**config.mk**
```make
export PLATFORM = sky130hd
export DESIGN_NAME = alu_bist_scheduler
export DESIGN_NICKNAME = d
export VERILOG_FILES = /design/src/rtl/alu_bist_pkg.sv /design/src/rtl/bist_golden_rom.sv /design/src/rtl/alu_bist_scheduler.sv
export SDC_FILE = /design/constraint.sdc
export NUM_CORES = 1
export LEC_CHECK = 0
export ABC_AREA = 0
export CORE_ASPECT_RATIO = 1.75
export CORE_MARGIN = 2
export CORE_UTILIZATION = 35
export DETAILED_ROUTE_END_ITERATION = 8
export GPL_TIMING_DRIVEN = 0
export SLEW_MARGIN = 20
export SYNTH_ARGS = -nofsm -noshare
export SYNTH_HDL_FRONTEND = slang
export SYNTH_SLANG_ARGS = --single-unit
```
**constraint.sdc**
```tcl
create_clock -name clk -period 1 [get_ports clk]
set_input_delay 0.25 -clock clk [delete_from_list [all_inputs] [get_ports clk]]
set_output_delay 0.25 -clock clk [all_outputs]
set_load 0.02 [all_outputs]
```
**src/rtl/alu_bist_pkg.sv**
```systemverilog
// Shared definitions for the ALU built-in self-test scheduler: FSM encoding,
// default parameters and the golden vector table.
package alu_bist_pkg;

  localparam int DEF_TEST_INTERVAL = 65535;
  localparam int DEF_NUM_VEC       = 8;
  localparam int DEF_MAX_RETRY     = 1;

  localparam int VEC_IDX_W = 3;
  localparam int TIMER_W   = 16;
  localparam int RES_W     = 33;

  typedef enum logic [2:0] {
    ST_IDLE,
    ST_REQ,
    ST_RUN,
    ST_EVAL,
    ST_FAULT
  } bist_state_e;

  // ALU control codes driven by the ALU's own test operand generator.
  typedef enum logic [2:0] {
    ALU_ADD,
    ALU_SUB,
    ALU_AND,
    ALU_OR,
    ALU_XOR
  } alu_op_e;

  // expected = {carry, result}; for SUB the carry bit is the borrow (a < b).
  typedef struct packed {
    logic [31:0]      op_a;
    logic [31:0]      op_b;
    alu_op_e          op;
    logic [RES_W-1:0] expected;
  } golden_vec_t;

  localparam golden_vec_t GOLDEN_TABLE [0:7] = '{
    '{op_a: 32'h0000_0000, op_b: 32'h0000_0000, op: ALU_ADD, expected: 33'h0_0000_0000},
    '{op_a: 32'hFFFF_FFFF, op_b: 32'h0000_0001, op: ALU_ADD, expected: 33'h1_0000_0000},
    '{op_a: 32'h1234_5678, op_b: 32'h1111_1111, op: ALU_ADD, expected: 33'h0_2345_6789},
    '{op_a: 32'h0000_0005, op_b: 32'h0000_0003, op: ALU_SUB, expected: 33'h0_0000_0002},
    '{op_a: 32'h0000_0000, op_b: 32'h0000_0001, op: ALU_SUB, expected: 33'h1_FFFF_FFFF},
    '{op_a: 32'hF0F0_F0F0, op_b: 32'hFF00_FF00, op: ALU_AND, expected: 33'h0_F000_F000},
    '{op_a: 32'hAAAA_AAAA, op_b: 32'h5555_5555, op: ALU_OR,  expected: 33'h0_FFFF_FFFF},
    '{op_a: 32'hDEAD_BEEF, op_b: 32'hFFFF_0000, op: ALU_XOR, expected: 33'h0_2152_BEEF}
  };

endpackage

```
**src/rtl/bist_golden_rom.sv**
```systemverilog
// Combinational lookup of the expected {carry, result} for a vector index.
module bist_golden_rom
  import alu_bist_pkg::*;
(
  input  logic [VEC_IDX_W-1:0] idx_i,
  output logic [RES_W-1:0]     expected_o
);

  // Pure table read; no state.
  always_comb begin
    expected_o = GOLDEN_TABLE[idx_i].expected;
  end

endmodule

```
**src/rtl/alu_bist_scheduler.sv**
```systemverilog
// Periodic / on-demand self-test scheduler for the primary ALU. Freezes the
// execute stage, steps the ALU through the golden vectors, retries a failing
// session and retires the primary ALU to the spare on a persistent failure.
module alu_bist_scheduler
  import alu_bist_pkg::*;
#(
  parameter int TEST_INTERVAL = DEF_TEST_INTERVAL,
  parameter int NUM_VEC       = DEF_NUM_VEC,
  parameter int MAX_RETRY     = DEF_MAX_RETRY
) (
  input  logic                 clk,
  input  logic                 rst,
  input  logic                 test_req,
  input  logic                 stall_grant,
  input  logic [31:0]          primary_res,
  input  logic                 primary_carry,
  output logic                 stall_req,
  output logic                 test_en,
  output logic [VEC_IDX_W-1:0] test_counter,
  output logic                 use_spare,
  output logic                 fault_flag,
  output logic                 test_done,
  output logic [VEC_IDX_W-1:0] fail_vec
);

  localparam int RETRY_W = (MAX_RETRY < 1) ? 1 : $clog2(MAX_RETRY + 1);
  localparam logic [VEC_IDX_W-1:0] LAST_VEC  = VEC_IDX_W'(NUM_VEC - 1);
  localparam logic [TIMER_W-1:0]   TIMER_EXP = TIMER_W'(TEST_INTERVAL);
  localparam logic [RETRY_W-1:0]   RETRY_MAX = RETRY_W'(MAX_RETRY);

  logic [1:0]           rst_sync_q;
  logic                 rst_n_int;
  bist_state_e          state_q;
  logic [TIMER_W-1:0]   timer_q;
  logic [VEC_IDX_W-1:0] counter_q;
  logic [RETRY_W-1:0]   retry_q;
  logic                 mismatch_q;
  logic                 stall_req_q;
  logic                 test_en_q;
  logic                 use_spare_q;
  logic                 fault_q;
  logic                 done_q;
  logic [VEC_IDX_W-1:0] fail_vec_q;
  logic [RES_W-1:0]     golden_exp;
  logic                 vec_mismatch;

  // Reset asserts asynchronously, releases two clocks after rst rises.
  always_ff @(posedge clk or negedge rst) begin
    if (!rst) rst_sync_q <= 2'b00;
    else      rst_sync_q <= {rst_sync_q[0], 1'b1};
  end

  assign rst_n_int = rst_sync_q[1];

  bist_golden_rom u_rom (
    .idx_i      (counter_q),
    .expected_o (golden_exp)
  );

  assign vec_mismatch = ({primary_carry, primary_res} != golden_exp);

  // Session sequencing; all outputs registered alongside the state.
  always_ff @(posedge clk or negedge rst_n_int) begin
    if (!rst_n_int) begin
      state_q     <= ST_IDLE;
      timer_q     <= '0;
      counter_q   <= '0;
      retry_q     <= '0;
      mismatch_q  <= 1'b0;
      stall_req_q <= 1'b0;
      test_en_q   <= 1'b0;
      use_spare_q <= 1'b0;
      fault_q     <= 1'b0;
      done_q      <= 1'b0;
      fail_vec_q  <= '0;
    end else begin
      done_q <= 1'b0;
      case (state_q)
        ST_IDLE: begin
          // Expiry and request collapse into a single start.
          if (test_req || (timer_q == TIMER_EXP)) begin
            state_q     <= ST_REQ;
            timer_q     <= '0;
            stall_req_q <= 1'b1;
          end else begin
            timer_q <= timer_q + TIMER_W'(1);
          end
        end
        ST_REQ: begin
          if (stall_grant) begin
            state_q    <= ST_RUN;
            test_en_q  <= 1'b1;
            counter_q  <= '0;
            mismatch_q <= 1'b0;
          end
        end
        ST_RUN: begin
          if (!stall_grant) begin
            // Execute stage reclaimed: drop the partial session, ask again.
            state_q    <= ST_REQ;
            test_en_q  <= 1'b0;
            counter_q  <= '0;
            mismatch_q <= 1'b0;
          end else begin
            if (vec_mismatch && !mismatch_q) begin
              mismatch_q <= 1'b1;
              fail_vec_q <= counter_q;
            end
            if (counter_q == LAST_VEC) begin
              state_q   <= ST_EVAL;
              test_en_q <= 1'b0;
              counter_q <= '0;
            end else begin
              counter_q <= counter_q + VEC_IDX_W'(1);
            end
          end
        end
        ST_EVAL: begin
          if (!mismatch_q) begin
            done_q      <= 1'b1;
            retry_q     <= '0;
            stall_req_q <= 1'b0;
            state_q     <= ST_IDLE;
          end else if (retry_q < RETRY_MAX) begin
            retry_q    <= retry_q + RETRY_W'(1);
            mismatch_q <= 1'b0;
            state_q    <= ST_REQ;
          end else begin
            done_q      <= 1'b1;
            fault_q     <= 1'b1;
            use_spare_q <= 1'b1;
            stall_req_q <= 1'b0;
            state_q     <= ST_FAULT;
          end
        end
        ST_FAULT: begin
          state_q <= ST_FAULT;
        end
        default: begin
          state_q <= ST_IDLE;
        end
      endcase
    end
  end

  assign stall_req    = stall_req_q;
  assign test_en      = test_en_q;
  assign test_counter = counter_q;
  assign use_spare    = use_spare_q;
  assign fault_flag   = fault_q;
  assign test_done    = done_q;
  assign fail_vec     = fail_vec_q;

endmodule

```
==> key figures <==
Route
  • WL/cell: 16.8 um
  • DR vias/cell: 5.40
  • Initial DRC Count: 74
  • DRT antenna net count: 0
  • Routed Wire Length: 7310 um
  • DR vias: 2356
  • Pre-antenna DRT Iters: 4
  • Post-route DRC: 0

Timing
  • Setup-failing EPs final: 42
  • Minimum clock period: 2.45 ns
  • Slew Viols, Final: 0
  • Setup TNS: -24.13 ns
  • RSZ-0062 raised after global routing: true
  • Max Clk Rate: 408 MHz
  • Final Hold Viols: 0
  • Final Cycle Share: 245%
  • Final worst slack: -1.45 ns
  • Final Skew: 0.00632 ns

Clock tree
  • CTS Buffer Depth: 2
  • Clk sinks: 33
  • CTS tree: built
  • Number of CTS-inserted buffers: 5
  • Hold-fix buffers, CTS: 0
  • Clock root cell: clkbuf_8
  • Reg clk slew, reported paths: 0.07 ns
  • Clk Latency, worst-skew pair: 0.29 ns
  • H-Tree Depth: 2

Global route
  • Pin count of the biggest net entering global routing: 32
  • Grt ovf: 0
  • Initial antenna violation count: 0
  • Total GRT Usage: 22.0%
  • Number of global-route vias before repair: 2481
  • First-pass GRT wire length: 11600 um

Cells and area
  • Most common cell after layout, fill and taps aside: buf_4
  • Fill cells: 517
  • Sequential Area: 837 um^2
  • Ratio of cells with drive above 1 in the final layout: 46.4%
  • Nets: 401
  • Number of diodes: 0
  • Leading cell types in the layout, fill and taps excluded: buf_4, clkdlybuf4s50_1, buf_6
  • Final Non-Filler Cells: 436
  • Area Growth Syn to Fin: 79.0%
  • Area of the multi-input gates: 1640 um^2

Floorplan
  • DIE AREA: 6800 um^2
  • Std cell rows: 37
  • Chip width: 63.2 um
  • Starting Density: 36.2%
  • CORE AREA: 5930 um^2
  • Top-Level Pins: 48
  • Die Ht: 108 um

Synth
  • Synth warn: 0
  • Syn nets: 288
  • Syn Area/Cell: 8.79 um^2
  • FFs w/ async S/R, synth: 100%
  • Post-Synthesis Cell Area: 2150 um^2
  • Sequential-to-total area share from yosys stat: 38.5%
  • #FFs+latches synth: 33
  • Post-synth EDFFs: 0
  • Netlist cell types: 55
  • Post-synth top flop: dfrtp_1
  • Mapped Cells: 244

Worst setup path
  • Critical Path Max Stage Delay: 0.40 ns
  • Top cell by count, worst path: ha_4
  • Crit path launch type: flip-flop
  • CP max stage cell: or4_4
  • Crit Path Category: reg -> reg
  • Worst setup EP type: flip-flop
  • Worst R2R Setup Slack: -1.45 ns
  • Origin of the critical flop-to-flop path: test_counter[0]
  • Worst path arrival time: 2.62 ns
  • CP Max Fanout: 3
  • Worst r2r path cells: 9
  • CP Cell Sequence: buf_6 -> ha_4 -> inv_2 -> ha_4 -> or4_4 -> a221o_1 -> a2111oi_4 -> a211oi_2 -> mux2_1
  • CP startpoint: test_counter[0]
  • Crit Reg-Reg Endpoint: fail_vec[2]
  • Required time worst endpoint: 1.17 ns
  • Crit path to: fail_vec[2]

Run status
  • Failing checks: setup timing
  • Outcome: finished, violations left

Power and ir drop
  • Peak supply drop: 1.39 mV
  • Static Leak: 1.64 nW
  • Power per cell area: 1890 nW/um^2

Placement
  • RePlAce Congestion: 0.745
  • DP Cell Count: 369
  • Port Buffers: 47
  • Post-DP HPWL: 4390 um

Run
  • Max-cap violations: 0

Hold path
  • Hold crit path type: in -> async
[how the worst min path moves through the flow]
stage                         end  slack, ns  cells after the start
finish              rst_sync_q[1]       0.12                      1
global route        rst_sync_q[1]       0.11                      1
CTS                 rst_sync_q[0]       0.12                      1
detailed placement  rst_sync_q[1]       0.34                      0
global placement    rst_sync_q[1]       0.34                      0
floorplan           rst_sync_q[0]      -0.05                      0
[metal layers]
layer | routed length [um] | part of all wire [%] | track usage (%)
met4 | 334 | 4.6 | 12.1
met5 | 0 | 0 | 0
met2 | 4190 | 57 | 44.1
met1 | 2510 | 34 | 20.4
met3 | 276 | 3.8 | 3.56
[critical path: cells and delay by family (launching register included)]
| family | cells | cell delay (ns) |
|---|---|---|
| AOI/OAI and AO/OA | 3 | 0.78 |
| adders and majority gates | 2 | 0.28 |
| buffers and inverters | 2 | 0.15 |
| DFF | 1 | 0.39 |
| muxes | 1 | 0.33 |
| and+or+nand+nor | 1 | 0.40 |
[cells in the mapped netlist, types with 5 or more instances]
library cell | n | share of area, %
a21oi_1 | 9 | 2.1
and3_1 | 7 | 2.0
clkbuf_1 | 6 | 1.0
dfrtp_1 | 33 | 38
ha_1 | 7 | 4.1
inv_1 | 6 | 1.0
nand2_1 | 30 | 5.2
nand2b_1 | 11 | 3.2
nand3_1 | 7 | 1.6
nor2_1 | 14 | 2.4
nor3_1 | 5 | 1.2
o21ai_0 | 13 | 3.0
o21ai_1 | 20 | 4.7
o31ai_1 | 5 | 1.7
[power breakdown]
| group | total, mW | internal (mW) | switching [mW] |
|---|---|---|---|
| Sequential | 1.87 | 1.60 | 0.271 |
| Combinational | 4.12 | 2.15 | 1.97 |
| Clock | 1.26 | 0.740 | 0.519 |
[per-stage QoR]
step / hold WS, ns / area [um^2] / total power [mW] / worst slack [ns] / utilization (%)
detailed placement: 0.340 / 2950 / 4.59 / -1.69 / 49.9
global placement: 0.338 / 2950 / 4.56 / -1.69 / 49.8
floorplan: -0.0456 / 2380 / 3.68 / -1.50 / -
CTS: 0.116 / 3600 / 6.93 / -1.48 / 60.8
finish: 0.117 / 3840 / 7.24 / -1.45 / 64.8
global route: 0.105 / 3840 / 7.67 / -1.56 / 64.8
[sequential cells by signal, summed over array words and instances, names as in the netlist]
signal        cells
fail_vec          3
stall_req         1
timer_q          16
test_en           1
test_counter      3
fault_flag        1
state_q           3
rst_sync_q        2
test_done         1
retry_q           1
mismatch_q        1
[area by class of cell]
type,count,share of cell area [%]
Clock inverter,2,0.912
Timing Repair Buffer,109,26.9
Sequential cell,33,21.8
Clock buffer,6,1.89
Buffer,7,2.35
Multi-Input combinational cell,194,42.7
Inverter,7,0.880
Tap cell,78,2.54
[timing repair]
| action | 4_1_cts | 5_1_grt |
|---|---|---|
| gates cloned | 2 | 0 |
| pin swaps | 21 | 20 |
| setup endpoints to repair | 42 | 42 |
| resized for setup | 111 | 32 |
| setup buffers | 41 | 21 |
[kinds of logic after synthesis]
group,count (synthesis),synth area share [%]
other cells,1,0.175
compound gates,76,24.0
fa+ha+maj,7,4.08
xor+xnor,4,1.63
mux,5,2.57
flops,33,38.5
buf+inv,17,4.20
simple gates,101,24.8
Note: power is estimated with default switching activity, not from simulation.
